--- config.mk ---
export PLATFORM = sky130hd
export DESIGN_NAME = vx_tcu_tfr_pipe_ctrl
export DESIGN_NICKNAME = d
export VERILOG_FILES = /design/src/rtl/vx_tcu_tfr_pipe_ctrl.sv
export SDC_FILE = /design/constraint.sdc
export NUM_CORES = 1
export LEC_CHECK = 0
export CORE_ASPECT_RATIO = 0.75
export CORE_MARGIN = 1.5
export CORE_UTILIZATION = 44
export CTS_CLUSTER_DIAMETER = 50
export CTS_CLUSTER_SIZE = 28
export DETAILED_ROUTE_END_ITERATION = 16
export PLACE_DENSITY = 0.86
export SLEW_MARGIN = 20
export SYNTH_ARGS = -nofsm -noshare
export SYNTH_HDL_FRONTEND = slang
export SYNTH_SLANG_ARGS = --single-unit
export TNS_END_PERCENT = 30
--- constraint.sdc ---
create_clock -name clk -period 2.27 [get_ports clk]
set_clock_uncertainty 0.05 [all_clocks]
set_input_delay 0.5675 -clock clk [delete_from_list [all_inputs] [get_ports clk]]
set_output_delay 0.5675 -clock clk [all_outputs]
set_load 0.05 [all_outputs]
--- src/rtl/vx_tcu_tfr_pipe_ctrl.sv ---
// vx_tcu_tfr_pipe_ctrl: valid/stall sequencer for a DEPTH-stage TFR tensor-core pipe.
// Ports:
//   clk, reset (async, active-low), flush (sync kill of all in-flight stages)
//   valid_in/lane_mask_in/ready_in     : upstream handshake and item lane mask
//   valid_out/lane_mask_out/ready_out  : downstream handshake from the last stage
//   stage_en, stage_lane_mask          : per-stage datapath register enable and lane mask
//   stage_valid, count, busy           : occupancy status
module vx_tcu_tfr_pipe_ctrl #(
    parameter int DEPTH     = 3,
    parameter int NUM_LANES = 4,
    parameter int CNTW      = $clog2(DEPTH + 1)
) (
    input  logic                           clk,
    input  logic                           reset,
    input  logic                           flush,
    input  logic                           valid_in,
    input  logic [NUM_LANES-1:0]           lane_mask_in,
    output logic                           ready_in,
    output logic                           valid_out,
    output logic [NUM_LANES-1:0]           lane_mask_out,
    input  logic                           ready_out,
    output logic [DEPTH-1:0]               stage_en,
    output logic [DEPTH*NUM_LANES-1:0]     stage_lane_mask,
    output logic [DEPTH-1:0]               stage_valid,
    output logic [CNTW-1:0]                count,
    output logic                           busy
);
    logic [DEPTH-1:0]                 v;
    logic [DEPTH-1:0]                 v_next;
    logic [DEPTH-1:0]                 adv;
    logic [DEPTH-1:0]                 pv;
    logic [DEPTH-1:0][NUM_LANES-1:0]  m;
    logic [DEPTH-1:0][NUM_LANES-1:0]  pm;

    for (genvar g = 0; g < DEPTH; g++) begin : g_stage
        // A stage can advance when it or any stage after it is empty, or the sink drains;
        // written flat instead of as a ripple chain so the vector has no self-dependency.
        assign adv[g] = ready_out | ~(&v[DEPTH-1:g]);
        if (g == 0) begin : g_head
            assign pv[g] = valid_in & ~flush;
            assign pm[g] = lane_mask_in;
        end else begin : g_body
            assign pv[g] = v[g-1];
            assign pm[g] = m[g-1];
        end
    end

    assign stage_en        = adv & pv & {DEPTH{~flush}};
    assign v_next          = flush ? '0 : (adv & pv) | (~adv & v);
    assign stage_lane_mask = pm;
    assign stage_valid     = v;
    assign ready_in        = adv[0] & ~flush;
    assign valid_out       = v[DEPTH-1] & ~flush;
    assign lane_mask_out   = valid_out ? m[DEPTH-1] : '0;
    assign busy            = count != '0;

    always_ff @(posedge clk or negedge reset) begin
        if (!reset) begin
            v     <= '0;
            m     <= '0;
            count <= '0;
        end else begin
            v     <= v_next;
            count <= CNTW'($countones(v_next));
            for (int i = 0; i < DEPTH; i++)
                if (stage_en[i]) m[i] <= pm[i];
        end
    end
endmodule
======== Yosys cells after proc, flatten, opt, wreduce, memory -nomap -nowiden ========
Index checks and enable logic that the tools add are counted.
W data, S select, Z words.
operators by class
  reduce and logical (&&, ||, !) cells .... 3
  muxes and demuxes ....................... 2
  bitwise logic cells ..................... 15
  add/sub/neg operators ................... 2
operator list
  operator            number
  $and A3 B3 Y3       3
  $mux W4             1
  $not A1 Y1          4
  $and A1 B1 Y1       3
  $mux W3             1
  $not A3 Y3          1
  $or A1 B1 Y1        3
  $or A3 B3 Y3        1
  $reduce_and A3 Y1   1
  $add A1 B1 Y2       1
  $add A2 B1 Y2       1
  $reduce_and A2 Y1   1
  $reduce_bool A2 Y1  1
word-level totals
  register bits after elaboration ......... 17
  input port bits ......................... 9
  word-level logic and storage cells ...... 27

======== Logic depth before layout (Yosys ltp) ========
Gate-level depths: netlist (run 1).
  word-level depth ........................ 9
  depth in mapped cells ................... 4

======== Worst setup path after synthesis (run 1) ========
OpenSTA, ideal clock, no wires.
  path kind ............................... register -> output
  from .................................... reg v[2], in the netlist stage_valid[2]
  to ...................................... out lane_mask_out[0]
  buffers on the path ..................... 0
  stages on the path, launching flop included .. 3
  setup slack ............................. -0.396 ns
  data arrival time ....................... 2.049 ns
  cells stage by stage .................... dfrtp_1 > nor2b_1 > and2_1
between the ends
  word-level cells in the longest chain between the ends .. 2
ends and longest elaborated chain
  what                      line  RTL
  start: declaration        28    logic [DEPTH-1:0] v;
  start signal: assignment  63    v <= v_next;
  $and A1 B1 Y1             53    assign valid_out = v[DEPTH-1] & ~flush;
  named net valid_out       19    output logic valid_out,
  $mux W4                   54    assign lane_mask_out = valid_out ? m[DEPTH-1] : '0;
  end: declaration          20    output logic [NUM_LANES-1:0] lane_mask_out,
The timed path passes the listed nets, and every way through them passes these cells.

======== Final worst setup path (run 1) ========
  from .................................... reg v[1], in the netlist stage_valid[1]
  to ...................................... out stage_valid[1]
RTL lines
  what              line  RTL
  end: declaration  24    output logic [DEPTH-1:0] stage_valid,
No word-level cell between the ends.

==> qor.csv, run 1 <==
stage;metric;value;unit
grt;vias in the first global route;572;
layout;number of fill cells;123;
critical_path;r2r startpoint;stage_valid[1];
route;Routed WL;1660;µm
grt;initial antenna violation count;0;
layout;Area Growth Syn to Fin;60.0;%
cts;hold_buf cts;0;
floorplanning;row count;13;
critical_path;slowest CP cell;clkdlybuf4s50_1;
route;post-route antenna net violation count;0;
layout;Multi-input gate area;299;µm²
placed_design;Post-Place Worst Slack;-0.0885;ns
critical_path;critical path startpoint category;flip-flop;
critical_path;CP max stage delay;0.83;ns
power_and_ir_drop;Seq pwr share;0.425;
sta;setup violators final;0;
placed_design;placer congestion estimate;0.628;
critical_path;kind of critical path;flip-flop to output port;
yosys;post-synthesis compound-gate area fraction;0.0332;
floorplanning;die area;2160;µm²
yosys;Syn Std Cell Area;830;µm²
yosys;multiplexer area fraction after synthesis;0.163;
critical_path;cell family contributing the most delay on the critical path;buffers and inverters;
floorplanning;Die Y;40.6;µm
sta;setup TNS;0;ns
yosys;adder-cell share of the synthesized area;0.0241;
grt;gr usage total;0.174;
yosys;Seq cells post-synth;17;
critical_path;crit path DAT;1.55;ns
route;total iterations of the first detailed-routing run;4;
critical_path;worst-path maximum fanout;6;
worst_hold_path;Hold Crit Class;flip-flop to flip-flop;
route;Via-to-Cell Ratio;4.77;
critical_path;required time worst endpoint;1.65;ns
route;Post-route DRC;0;
critical_path;CP Buf/Inv Count;1;
grt;first-pass GRT wire length;2550;µm
layout;# nets final;108;
cts;CTS Buffer Depth;2;
floorplanning;area of the core;1760;µm²
floorplanning;I/O Pins;36;
sta;Worst Max-Slew Pin Slew;0.747;ns
power_and_ir_drop;combinational fraction of design power;0.413;
power_and_ir_drop;Psw;0.368;mW
placed_design;Final HPWL DP;1380;µm
power_and_ir_drop;Pleak;0.591;nW
job;maximum capacitance violations;0;
route;WL per Instance;14.0;µm
sta;Slew Viols, Final;0;
cts;Num CTS Buffers;3;
worst_hold_path;WHS Endpoint;m[9];
power_and_ir_drop;maximum vdd drop;0.000650;V
worst_hold_path;hold depth;1;
cts;CTS tree;done;
placed_design;placed cell area;1300;µm²
layout;post-route cell area;1330;µm²
sta;final worst setup slack;0.101;ns
placed_design;port buffer count;35;
yosys;XOR/XNOR share of the synthesized area;0;
layout;ratio of cells with drive above 1 in the final layout;0.443;
cts;depth of the CTS H-tree;1;
yosys;Cells after Synth;63;
power_and_ir_drop;Switching Fraction;0.380;
sta;period utilization;0.956;
sta;fin crit period;2.17;ns
yosys;syn nets;73;
layout;Storage cell area;425;µm²
sta;unrepaired setup endpoints after global routing;no;
critical_path;Worst R2R End;count[0];
yosys;simple-gate portion of the synthesized area;0.131;
power_and_ir_drop;clock share of power;0.162;
critical_path;Worst Setup End Kind;output port;
yosys;synthesized area per cell;13.2;µm²
floorplanning;Die X;53.1;µm
yosys;warnings from Yosys;0;
cts;CTS Root Buffer Type;clkbuf_4;
sta;Final Hold Viols;0;
floorplanning;initial core utilization;0.472;
cts;Worst-Skew Late Latency;0.28;ns
sta;Max Freq;461;MHz
layout;Post-Route Utilization;0.756;
yosys;main combinational cell family by area after synthesis;multiplexers;
layout;Antenna diodes;0;
grt;largest net degree at the start of global routing;18;
cts;CTS sink count;17;
critical_path;crit-path cells;clkdlybuf4s50_1;
worst_hold_path;Hold Path Origin;m[9];
yosys;Yosys cell types;16;
cts;clk slew on worst S/H paths;0.10;ns
route;Vias;568;
yosys;sequential area share after synthesis;0.513;
critical_path;r2r setup slk;0.57;ns
critical_path;r2r worst-path depth;4;
route;Detailed Route Iter0 Violations;4;
power_and_ir_drop;internal power;0.600;mW
power_and_ir_drop;pwr dens;729;nW/µm²
outcome;status;finished clean;
sta;Worst slew margin;0.500;
grt;Congestion Overflow GR;0;
[per-layer routing]
metal / GRT usage / up-vias / share of wire
li1: - / 268 / -
met1: 0.190 / 275 / 0.38
met2: 0.334 / 23 / 0.56
met3: 0.0522 / 2 / 0.059
met4: 0.0513 / 0 / 0.0084
met5: 0 / - / 0
[metrics by stage]
stage | total power [mW] | std cells | hold WS (ns)
final | 0.968 | 119 | 0.464
after global routing | 1.01 | 119 | 0.482
after CTS | 0.975 | 119 | 0.469
after detailed placement | 0.826 | 114 | 0.451
after global placement | 0.808 | 114 | 0.435
after floorplan | 0.703 | 63 | 0.222
[synth_stat cells, drive strengths merged]
master / n / area [µm²]
a211o: 1 / 17.5
a21oi: 2 / 10.0
and2: 4 / 25.0
buf: 13 / 101
dfrtp: 17 / 425
fa: 1 / 20.0
inv: 3 / 11.3
mux2: 12 / 135
nand4b: 1 / 8.76
nor2: 3 / 11.3
nor2b: 3 / 26.3
nor3b: 2 / 31.3
or2: 1 / 6.26
[final cells by class]
cell class	instances	area share
clock buffers	3	0.0170
clock inverters	1	0.00377
inverters	3	0.00848
multi-input cells	30	0.225
flip-flops and latches	17	0.320
well taps	22	0.0207
repair buffers	43	0.404
[flip-flops by register name, indices dropped and copies added, names as in the netlist]
| name | flops |
|---|---|
| stage_lane_mask | 8 |
| count | 2 |
| m | 4 |
| stage_valid | 3 |
[cells in the final DEF (no fill, tap or decap)]
cell / count
buf_4: 8
or2_2: 1
dlygate4sd2_1: 3
nor2_1: 3
nor2b_1: 1
clkinv_2: 1
clkbuf_4: 3
nor3b_2: 1
inv_1: 3
clkdlybuf4s50_1: 19
nand4b_1: 1
buf_12: 13
dfrtp_1: 17
nor3b_4: 1
mux2_2: 12
nor2b_4: 2
a21oi_1: 2
a211o_4: 1
and2_1: 4
fa_1: 1
[worst max-delay path by stage]
stage	slack, ns	cells after the start	from	to
detailed placement	-0.09	5	flush	lane_mask_out[0]
global placement	-0.06	5	ready_out	stage_en[1]
global route	0.04	1	stage_valid[1]	stage_valid[1]
floorplan	0.06	2	stage_valid[2]	stage_en[2]
finish	0.10	1	stage_valid[1]	stage_valid[1]
CTS	0.09	1	stage_valid[1]	stage_valid[1]
[power groups by stage]
stage	Sequential (mW)	Clock [mW]	Combinational (mW)
after CTS	0.413	0.159	0.403
after global routing	0.422	0.173	0.416
after floorplan	0.419	0	0.284
after global placement	0.412	0	0.396
final	0.411	0.156	0.400
after detailed placement	0.420	0	0.406
[kinds of logic after synthesis]
family | after synthesis
compound gates | 3
fa+ha+maj | 1
buf+inv | 16
flops | 17
mux | 12
simple gates | 14
[repair_timing]
item / CTS / global route
gates resized for setup: 3 / 0
setup buffers: 1 / 0
setup endpoints to repair: 9 / 0
(Power assumes the default switching activity.)
==> run 2, diff against run 1 <==
CAP_MARGIN = 20   (was default)
==> results of run 2 <==
Final layout, timing and power as in run 1 (identical DEF).
==> run 3, diff against run 2 <==
CORE_UTILIZATION = 46   (was 44)
CTS_BUF_LIST = sky130_fd_sc_hd__clkbuf_8   (was default)
PLACE_DENSITY = 0.89   (was 0.86)
==> qor.csv, run 3 (same netlist as run 1, synthesis figures left out) <==
stage;metric;value;unit;change
outcome;status;finished clean;;
cts;CTS tree;done;;
critical_path;kind of critical path;flip-flop to output port;;
layout;Non-Filler Instances;118;;-0.84%
cts;CTS sink count;17;;unchanged
sta;setup violators final;0;;unchanged
power_and_ir_drop;Psw;0.377;mW;+2.5%
sta;setup TNS;0;ns;unchanged
placed_design;placed cell area;1300;µm²;unchanged
floorplanning;initial core utilization;0.486;;+0.0135
route;total iterations of the first detailed-routing run;4;;unchanged
power_and_ir_drop;pwr dens;772;nW/µm²;+6.0%
cts;CTS Buffer Depth;2;;unchanged
layout;commonest non-fill, non-tap cell in the layout;clkdlybuf4s50_1;;
placed_design;port buffer count;35;;unchanged
route;Post-route DRC;0;;unchanged
critical_path;crit path DAT;1.61;ns;+0.06 ns
layout;number of fill cells;110;;-11%
cts;hold_buf cts;0;;unchanged
power_and_ir_drop;maximum vdd drop;0.000561;V;-14%
power_and_ir_drop;clock share of power;0.213;;+0.051
sta;unrepaired setup endpoints after global routing;no;;
layout;# nets final;107;;-0.93%
cts;Worst-Skew Late Latency;0.25;ns;-0.03 ns
placed_design;Final HPWL DP;1410;µm;+1.9%
route;WL per Instance;15.4;µm;+10%
grt;Congestion Overflow GR;0;;unchanged
sta;fin crit period;2.23;ns;+0.0569 ns
grt;largest net degree at the start of global routing;18;;unchanged
critical_path;r2r worst-path depth;6;;+2
floorplanning;Die X;52.0;µm;-2.1%
critical_path;Worst Setup End Kind;output port;;
layout;post-route cell area;1340;µm²;+0.94%
critical_path;worst-path maximum fanout;2;;-4
sta;Final Hold Viols;0;;unchanged
layout;Area Growth Syn to Fin;61.5;%;
layout;most frequent cells in the layout;20 x clkdlybuf4s50_1, 17 x dfrtp_1, 13 x buf_12, 12 x mux2_2, 7 x buf_4;;
worst_hold_path;Hold Crit Class;flip-flop to flip-flop;;
sta;final worst setup slack;0.0437;ns;-0.0569 ns
critical_path;required time worst endpoint;1.65;ns;about the same
cts;Num CTS Buffers;3;;unchanged
power_and_ir_drop;combinational fraction of design power;0.388;;-0.025
worst_hold_path;Hold Path Origin;m[8];;
layout;ratio of cells with drive above 1 in the final layout;0.438;;-0.00580
power_and_ir_drop;Pleak;0.593;nW;+0.34%
floorplanning;Die Y;39.8;µm;-2.0%
power_and_ir_drop;Switching Fraction;0.364;;-0.0161
grt;first-pass GRT wire length;2810;µm;+10%
floorplanning;die area;2070;µm²;-4.1%
placed_design;cell total after placement;114;;unchanged
sta;Worst Max-Slew Pin Slew;0.721;ns;-0.0259 ns
critical_path;Worst R2R End;m[11];;
route;Routed WL;1820;µm;+9.5%
sta;Worst slew margin;0.518;;+0.0173
route;Vias;575;;+1.2%
cts;CTS Root Buffer Type;clkbuf_8;;
power_and_ir_drop;internal power;0.658;mW;+9.7%
placed_design;Post-Place Worst Slack;-0.142;ns;-0.0539 ns
grt;vias in the first global route;581;;+1.6%
sta;Max Freq;449;MHz;-2.6%
placed_design;placer congestion estimate;0.643;;+2.4%
grt;initial antenna violation count;0;;unchanged
floorplanning;row count;13;;unchanged
sta;Slew Viols, Final;0;;unchanged
cts;depth of the CTS H-tree;1;;unchanged
grt;gr usage total;0.212;;+0.0374
cts;clk slew on worst S/H paths;0.06;ns;-0.04 ns
layout;Post-Route Utilization;0.785;;+0.0289
worst_hold_path;WHS Endpoint;m[8];;
job;maximum capacitance violations;0;;unchanged
critical_path;r2r setup slk;0.63;ns;+0.06 ns
floorplanning;I/O Pins;36;;unchanged
power_and_ir_drop;final total power;1.04;mW;+7.0%
critical_path;critical path startpoint category;flip-flop;;
route;post-route antenna net violation count;0;;unchanged
layout;Antenna diodes;0;;unchanged
worst_hold_path;hold depth;1;;unchanged
route;Via-to-Cell Ratio;4.87;;+2.1%
floorplanning;area of the core;1710;µm²;-2.8%
route;Detailed Route Iter0 Violations;7;;+3
layout;Largest register FFs;8;;unchanged
sta;period utilization;0.981;;+0.0251
power_and_ir_drop;Seq pwr share;0.399;;-0.026
sta;worst hold slack;0.450;ns;-0.0144 ns
critical_path;r2r startpoint;stage_valid[2];;
[run 3: worst max-delay path by stage]
stage | start | to | slack, ns | depth (start not counted)
5_1_grt | count[1] | busy | 0.003 | 2
6_report | count[1] | busy | 0.04 | 2
3_5_place_dp | flush | stage_en[0] | -0.14 | 4
4_1_cts | count[1] | busy | 0.04 | 2
2_1_floorplan | stage_valid[2] | stage_en[2] | 0.06 | 2
3_3_place_gp | flush | stage_en[0] | -0.08 | 4
[run 3: final cells by class]
cell class	count	area, µm²	share of cell area
repair buffers	42	531	0.396
flip-flops and latches	17	425	0.317
multi-input cells	30	299	0.223
clock buffers	3	41.3	0.0308
well taps	22	27.5	0.0205
inverters	3	11.3	0.00840
clock inverters	1	5.00	0.00373
[run 3: per-layer routing]
metal,routed length (µm),track usage,part of all wire,vias up
met4,38,0.132,0.021,0
li1,-,-,-,265
met2,1000,0.364,0.55,24
met1,667,0.225,0.37,281
met5,0,0,0,-
met3,112,0.0763,0.061,5
[run 3: repair_timing]
item                       in CTS  in global routing
buffers inserted                0                  0
setup endpoints to repair       8                  0
gates resized for setup         2                  0
[run 3: power groups by stage]
stage          Sequential [mW]  Combinational [mW]  Clock (mW)
2_1_floorplan            0.419               0.284           0
3_3_place_gp             0.413               0.395           0
4_1_cts                  0.415               0.405       0.223
5_1_grt                  0.422               0.417       0.240
3_5_place_dp             0.419               0.403           0
6_report                 0.413               0.402       0.221
[run 3: critical path, cell delays in order, from the launching register on]
cell and delay, ns:
dfrtp_1 0.37, or2_2 0.28, clkdlybuf4s50_1 0.70
